===== config.mk =====
export PLATFORM = sky130hd
export DESIGN_NAME = store_buffer
export DESIGN_NICKNAME = d
export VERILOG_FILES = /design/src/rtl/store_buffer.sv
export SDC_FILE = /design/constraint.sdc
export NUM_CORES = 1
export LEC_CHECK = 0
export ABC_CLOCK_PERIOD_IN_PS = 6400
export CAP_MARGIN = 15
export CORE_ASPECT_RATIO = 0.9
export CORE_MARGIN = 2
export CORE_UTILIZATION = 45
export DETAILED_ROUTE_END_ITERATION = 8
export PLACE_DENSITY_LB_ADDON = 0.15
export SYNTH_ARGS = -nofsm -noshare
export SYNTH_HDL_FRONTEND = slang
export SYNTH_SLANG_ARGS = --single-unit

===== constraint.sdc =====
create_clock -name clk -period 6.4 [get_ports clk]
set_clock_uncertainty 0.15 [all_clocks]
set_input_delay 1.28 -clock clk [delete_from_list [all_inputs] [get_ports clk]]
set_output_delay 1.28 -clock clk [all_outputs]
set_load 0.1 [all_outputs]

===== src/rtl/store_buffer.sv =====
// Store buffer between EX/MEM and data memory: queues stores, forwards the youngest
// matching entry to loads, and drains to memory whenever a load is not using the port.
module store_buffer #(
    parameter int DEPTH  = 4,
    parameter int ADDR_W = 32,
    parameter int DATA_W = 32,
    localparam int PTR_W = $clog2(DEPTH),
    localparam int CNT_W = PTR_W + 1
) (
    input  logic              clk,
    input  logic              reset,
    input  logic              req_write,
    input  logic              req_read,
    input  logic [ADDR_W-1:0] req_addr,
    input  logic [DATA_W-1:0] req_wdata,
    output logic [DATA_W-1:0] load_data,
    output logic              stall,
    output logic              mem_write,
    output logic              mem_read,
    output logic [ADDR_W-1:0] mem_address,
    output logic [DATA_W-1:0] mem_write_data,
    input  logic [DATA_W-1:0] mem_read_data,
    output logic [CNT_W-1:0]  count,
    output logic              full,
    output logic              empty
);

    logic [ADDR_W-1:0] addr_mem [DEPTH];
    logic [DATA_W-1:0] data_mem [DEPTH];
    logic [PTR_W-1:0]  head_reg, tail_reg;
    logic [CNT_W-1:0]  count_reg, count_next;

    logic [PTR_W-1:0]  entry_age [DEPTH];
    logic [DEPTH-1:0]  match;
    logic              hit;
    logic [PTR_W-1:0]  best_age;
    logic [DATA_W-1:0] fwd_data;
    logic              load, load_miss, read_miss, drain, enq;

    assign count = count_reg;
    assign full  = (count_reg == CNT_W'(DEPTH));
    assign empty = (count_reg == '0);

    // Age 0 is the head (oldest); an entry is valid while its age is below count.
    genvar gi;
    generate
        for (gi = 0; gi < DEPTH; gi++) begin : g_entry
            assign entry_age[gi] = PTR_W'(gi) - head_reg;
            assign match[gi] = req_read
                             && ({1'b0, entry_age[gi]} < count_reg)
                             && (addr_mem[gi] == req_addr);
        end
    endgenerate

    always_comb begin
        hit      = 1'b0;
        best_age = '0;
        fwd_data = '0;
        for (int i = 0; i < DEPTH; i++) begin
            if (match[i] && (!hit || entry_age[i] > best_age)) begin
                hit      = 1'b1;
                best_age = entry_age[i];
                fwd_data = data_mem[i];
            end
        end
    end

    // A simultaneous read+write is served as a store, but its miss still holds the port.
    assign load      = req_read & ~req_write;
    assign read_miss = req_read & ~hit;
    assign load_miss = load & ~hit;
    assign drain     = ~empty & ~read_miss;
    assign enq       = req_write & ~full;
    assign stall     = req_write & full;

    always_comb begin
        mem_read       = load_miss;
        mem_write      = drain;
        mem_address    = '0;
        mem_write_data = '0;
        load_data      = '0;
        if (load_miss) begin
            mem_address = req_addr;
        end else if (drain) begin
            mem_address    = addr_mem[head_reg];
            mem_write_data = data_mem[head_reg];
        end
        if (load) begin
            load_data = hit ? fwd_data : mem_read_data;
        end
    end

    assign count_next = count_reg + CNT_W'(enq) - CNT_W'(drain);

    always_ff @(posedge clk or negedge reset) begin
        if (!reset) begin
            head_reg  <= '0;
            tail_reg  <= '0;
            count_reg <= '0;
        end else begin
            if (drain) head_reg <= head_reg + 1'b1;
            if (enq)   tail_reg <= tail_reg + 1'b1;
            count_reg <= count_next;
        end
    end

    always_ff @(posedge clk) begin
        if (enq) begin
            addr_mem[tail_reg] <= req_addr;
            data_mem[tail_reg] <= req_wdata;
        end
    end

endmodule

* Word level (Yosys, flattened, before mapping)
Memories as Yosys holds them, arrays and structs flattened.
Cells that the tools add are included.
W data, S select, Z words.
** Cells by class
- Muxes and demuxes :: 19
- Add/subtract/negate cells :: 8
- Reduce and logical (&&, ||, !) cells :: 18
- Bitwise operators :: 11
- Magnitude comparators :: 7
- Equal/unequal tests :: 5
** Operator list (count)
- $mux W32 :: 10
- $eq A32 B32 Y1 :: 4
- $lt A2 B3 Y1 :: 4
- $logic_and A1 B1 Y1 :: 11
- $and A1 B1 Y1 :: 6
- $gt A2 B2 Y1 :: 3
- $mux W1 :: 6
- $mux W2 :: 3
- $not A1 Y1 :: 5
- $add A2 B1 Y2 const B :: 2
- $sub A1 B2 Y2 const A :: 2
- $sub A2 B2 Y2 const A :: 2
- $add A3 B1 Y3 :: 1
- $eq A3 B3 Y1 const B :: 1
- $logic_not A1 Y1 :: 3
- $logic_not A3 Y1 :: 1
- $logic_or A1 B1 Y1 :: 3
- $sub A3 B1 Y3 :: 1
** Storage, ports and cells
- Memories kept :: 2
- Output and inout port bits :: 104
- Flip-flop bits (word level) :: 7
- Memory bits (writable) :: 256
** Memories
- addr_mem :: depth 4, width 32, read ports 5, clocked after memory_dff 0, write ports 1, line 28 : logic [ADDR_W-1:0] addr_mem [DEPTH];
- data_mem :: depth 4, width 32, read ports 5, clocked after memory_dff 0, write ports 1, line 29 : logic [DATA_W-1:0] data_mem [DEPTH];

* Depth between registers and ports, before layout
Gate-level depths: netlist (run 1).
- Depth in word-level cells :: 23
- Gate-level depth with buffers :: 28
- Gate-level depth less buffers :: 24

* Worst setup path before layout (run 1)
Ideal clock, no wire load.
- Path kind :: input -> output
- Start point :: input port req_addr[7]
- End point :: output port load_data[11]
- Setup slack :: -1.606 ns
- Arrival :: 6.576 ns
- Cell stages on the path :: 21
- Path buffers :: 2
- Cells stage by stage :: buf_2 > xor2_1 > nor4_2 > nand3_1 > or4_4 > a31oi_4 > a22oi_1 > ha_1 > a21oi_1 > a21oi_1 > a21oi_2 > nor2_2 > mux2_2 > ha_1 > nor2b_1 > o21ai_0 > nor2_1 > nor3b_2 > buf_4 > o31ai_1 > o21ai_1
** Between the ends
- Word-level cells in the longest chain between the ends :: 17
- Elaborated cells between the ends (all ways) :: 33
** RTL lines
- start, declared :: line 14 : input logic [ADDR_W-1:0] req_addr,
- $eq A32 B32 Y1 :: line 51 : && (addr_mem[gi] == req_addr);
- $logic_and A1 B1 Y1 :: line 51
- $mux W2 or $mux W1 (tied branches) :: line 60 : if (match[i] && (!hit || entry_age[i] > best_age)) begin
- $gt A2 B2 Y1 or $logic_not A1 Y1 (tied branches) :: line 60
- $logic_or A1 B1 Y1 :: line 60
- $logic_and A1 B1 Y1 :: line 60
- $mux W2 or $mux W1 (tied branches) :: line 60
- $gt A2 B2 Y1 or $logic_not A1 Y1 (tied branches) :: line 60
- $logic_or A1 B1 Y1 :: line 60
- $logic_and A1 B1 Y1 :: line 60
- $mux W2 or $mux W1 (tied branches) :: line 60
- $gt A2 B2 Y1 or $logic_not A1 Y1 (tied branches) :: line 60
- $logic_or A1 B1 Y1 :: line 60
- $logic_and A1 B1 Y1 :: line 60
- $mux W32 or $mux W1 (tied branches) :: line 60
- $mux W32 (*) :: line 89 : load_data = hit ? fwd_data : mem_read_data;
- $mux W32 (*) :: line 88 : if (load) begin
- end, declared :: line 16 : output logic [DATA_W-1:0] load_data,
Every way passes the cells marked *; elsewhere a longest branch is shown, timed or not.

* Worst setup path after layout (run 1)
- Start point :: input port req_addr[12]
- End point :: output port load_data[29]
The elaborated chain is that of the path after synthesis.

==> key figures, run 1 <==
Finish
  • Most frequent cells in the layout: edfxtp_1 (256), buf_12 (107), buf_4 (91), xor2_1 (78), clkdlybuf4s50_1 (73)
  • Final nets: 1259
  • Layout area overhead: 42.4%
  • Share of cells above drive strength 1: 38.7%
  • Commonest non-fill, non-tap cell in the layout: edfxtp_1

Timing
  • RSZ-0062 raised after global routing: yes
  • Final worst setup slack: -742 ps
  • Final TNS setup: -22370 ps
  • Final critical-path required period: 7140 ps
  • Final hold violations: 0
  • Worst slew pin tran: 1120 ps
  • Final setup viols: 32
  • Max frequency: 140 MHz
  • Final Cycle Share: 112%
  • Max-slew headroom: 25.0%
  • Slew Viols, Final: 0

Clocking
  • Inserted Clock Buffers: 29
  • H-tree depth: 1
  • TritonCTS clock tree: built
  • Clk Tree Root Cell: clkbuf_16
  • TritonCTS Sinks: 263
  • Clock Pin Slew Worst Setup and Hold Paths: 60 ps
  • Clock tree buffer depth: 3
  • Worst-skew pair later-pin latency: 540 ps

Synth
  • Mapped Area: 0.0134 mm2
  • Count of cell types in the netlist: 47
  • Sequential share of the synthesized area: 58.8%
  • Syn nets: 1003
  • Syn_area_per_cell: 15.1 um2
  • Warnings from Yosys: 0
  • Number of flops mapped to enable cells by yosys: 256
  • Top_reg_cell synth: edfxtp_1
  • Mapped Cells: 887
  • Ys async rst share: 2.66%
  • #FFs+latches synth: 263

Power and ir drop
  • NetSw: 3440 uW
  • Power, Total: 8170 uW
  • Power Density: 429 mW/mm2
  • Clock share of power: 18.7%
  • P_int: 4730 uW
  • P_leak: 0.00663 uW
  • Combinational power share: 51.1%
  • Peak supply drop: 0.337 mV
  • Part of the power in registers: 30.2%
  • Switching share of total power: 42.2%

Worst setup path
  • CP Launch Type: input port
  • Top delay family on crit path: simple AND/OR/NAND/NOR gates
  • Cell mode on critical path: a21oi_2
  • Slowest CP cell: or4_4
  • CP Class: in -> out
  • Crit path largest cell delay: 600 ps
  • Data required time of the critical path: 4970 ps
  • CP bufs+invs: 6
  • Worst path arrival time: 5710 ps
  • Worst-path maximum fanout: 8
  • CP endpoint kind: output pin

Outcome
  • Status: finished, violations left
  • Failing checks: negative setup slack

Flow run
  • Max Cap Violations: 0

Floorplanning
  • Total die area: 0.0311 mm2
  • Initial Util: 46.0%
  • Core Box Area: 0.0291 mm2
  • Die Width: 186 um
  • Die Ht: 168 um
  • Boundary pin count: 204
  • Num rows: 59

Drt
  • Iteration-0 DRC Markers: 1052
  • Detailed-route vias per instance: 5.90
  • Avg WL per Cell: 25.4 um
  • Number of nets still failing antenna checks after routing: 0
  • Routed WL: 39.7 mm
  • DRT Pass-1 Iters: 5
  • DRC Markers: 0
  • Total number of vias: 9219

Global route
  • Vias in the first global route: 9449
  • Largest net degree at the start of global routing: 66
  • First-pass GRT wire length: 58.2 mm
  • Initial antenna violation count: 2
  • Gr ovfl total: 0
  • Global-route usage over all layers: 25.3%

Place
  • PortBufs: 203
  • HPWL after DPL: 25.3 mm
  • GP Congestion: 0.896

Worst hold path
  • Hold crit path type: reg -> reg
-- worst min-delay path: stages, from the launching register on --
cell and delay (ps):
dfrtp_1 370, inv_1 90, xnor2_1 130
-- power by group through the flow --
stage               Clock [uW]  Sequential (uW)  Combinational [uW]
global placement             0             2470                4080
detailed placement           0             2480                4100
CTS                       1540             2460                4160
finish                    1520             2470                4180
global route              1610             2500                4350
floorplan                    0             2530                2600
-- routing by layer --
metal | track usage [%] | part of all wire (%) | vias to the layer above
met1 | 35.9 | 42 | 4713
li1 | - | - | 4023
met2 | 39.8 | 48 | 415
met4 | 7.53 | 2.6 | 2
met3 | 4.74 | 8.1 | 66
met5 | 0 | 0.023 | -
-- cells in the mapped netlist, types with 4 or more instances --
cell type,count,area (um2)
a21oi_1,7,35.0
a221oi_1,10,87.6
a22o_1,54,473
a32oi_1,32,280
and2_1,33,206
and3_1,6,37.5
buf_2,23,115
buf_6,13,146
clkbuf_1,45,169
dfrtp_1,7,175
edfxtp_1,256,7690
ha_1,15,188
inv_1,14,52.6
mux4_2,64,1440
nand2_1,27,101
nand3_1,8,40.0
nand4_1,9,56.3
nor2_1,6,22.5
nor3_1,4,20.0
nor4_1,22,138
o211ai_1,24,180
o21ai_1,10,50.1
o31ai_1,10,75.1
or3_1,23,144
xnor2_1,30,263
xor2_1,101,885
-- worst paths after layout --
path | from | end | slack (ps) | cells after the start
max in group asynchronous | reset | head_reg[0] | 4930 | 1
max reg2reg | head_reg[1] | count[2] | 1670 | 17
min | tail_reg[0] | tail_reg[0] | 480 | 2
min reg2reg | tail_reg[0] | tail_reg[0] | 480 | 2
min in group asynchronous | reset | count[2] | 870 | 1
max | req_addr[12] | load_data[29] | -740 | 25
-- logic make-up after synthesis --
logic type      share of synthesized area [%]
xor+xnor                                 8.58
compound gates                           9.60
buf+inv                                  3.86
simple gates                             6.62
fa+ha+maj                                1.55
mux                                      11.0
flops                                    58.8
-- timing repair --
action,CTS,global route
buffers inserted,15,3
hold buffers,0,0
cloned,2,1
endpoints found under the setup margin,34,32
pin swaps,59,32
gates resized for setup,140,46
-- per-stage QoR --
stage / setup WS (ps) / hold WS [ps] / instances / cell area [um2] / util (%)
floorplan: -656 / 430 / 887 / 13700 / -
global placement: -1080 / 459 / 1488 / 17500 / 60.3
detailed placement: -1110 / 479 / 1488 / 17500 / 60.3
CTS: -720 / 486 / 1557 / 18900 / 64.8
global route: -874 / 513 / 1561 / 19000 / 65.5
finish: -742 / 475 / 1562 / 19000 / 65.5
-- area by class of cell --
cell class	count	area (um2)
diodes	2	5.00
clock inverters	15	93.8
multi-input cells	523	5840
fillers	2111	10000
flip-flops and latches	263	7870
inverters	14	52.6
repair buffers	312	3930
well taps	396	495
clock buffers	37	756
Power figures use the tool's default switching activity.
==> inputs of run 2 (changes only) <==
--- a/config.mk
+++ b/config.mk
@@ -6,7 +6,6 @@
 export NUM_CORES = 1
 export LEC_CHECK = 0
 export ABC_CLOCK_PERIOD_IN_PS = 6400
-export CAP_MARGIN = 15
 export CORE_ASPECT_RATIO = 0.9
 export CORE_MARGIN = 2
 export CORE_UTILIZATION = 45
==> results of run 2 <==
The final DEF is identical to that of run 1; final timing and power are the same.
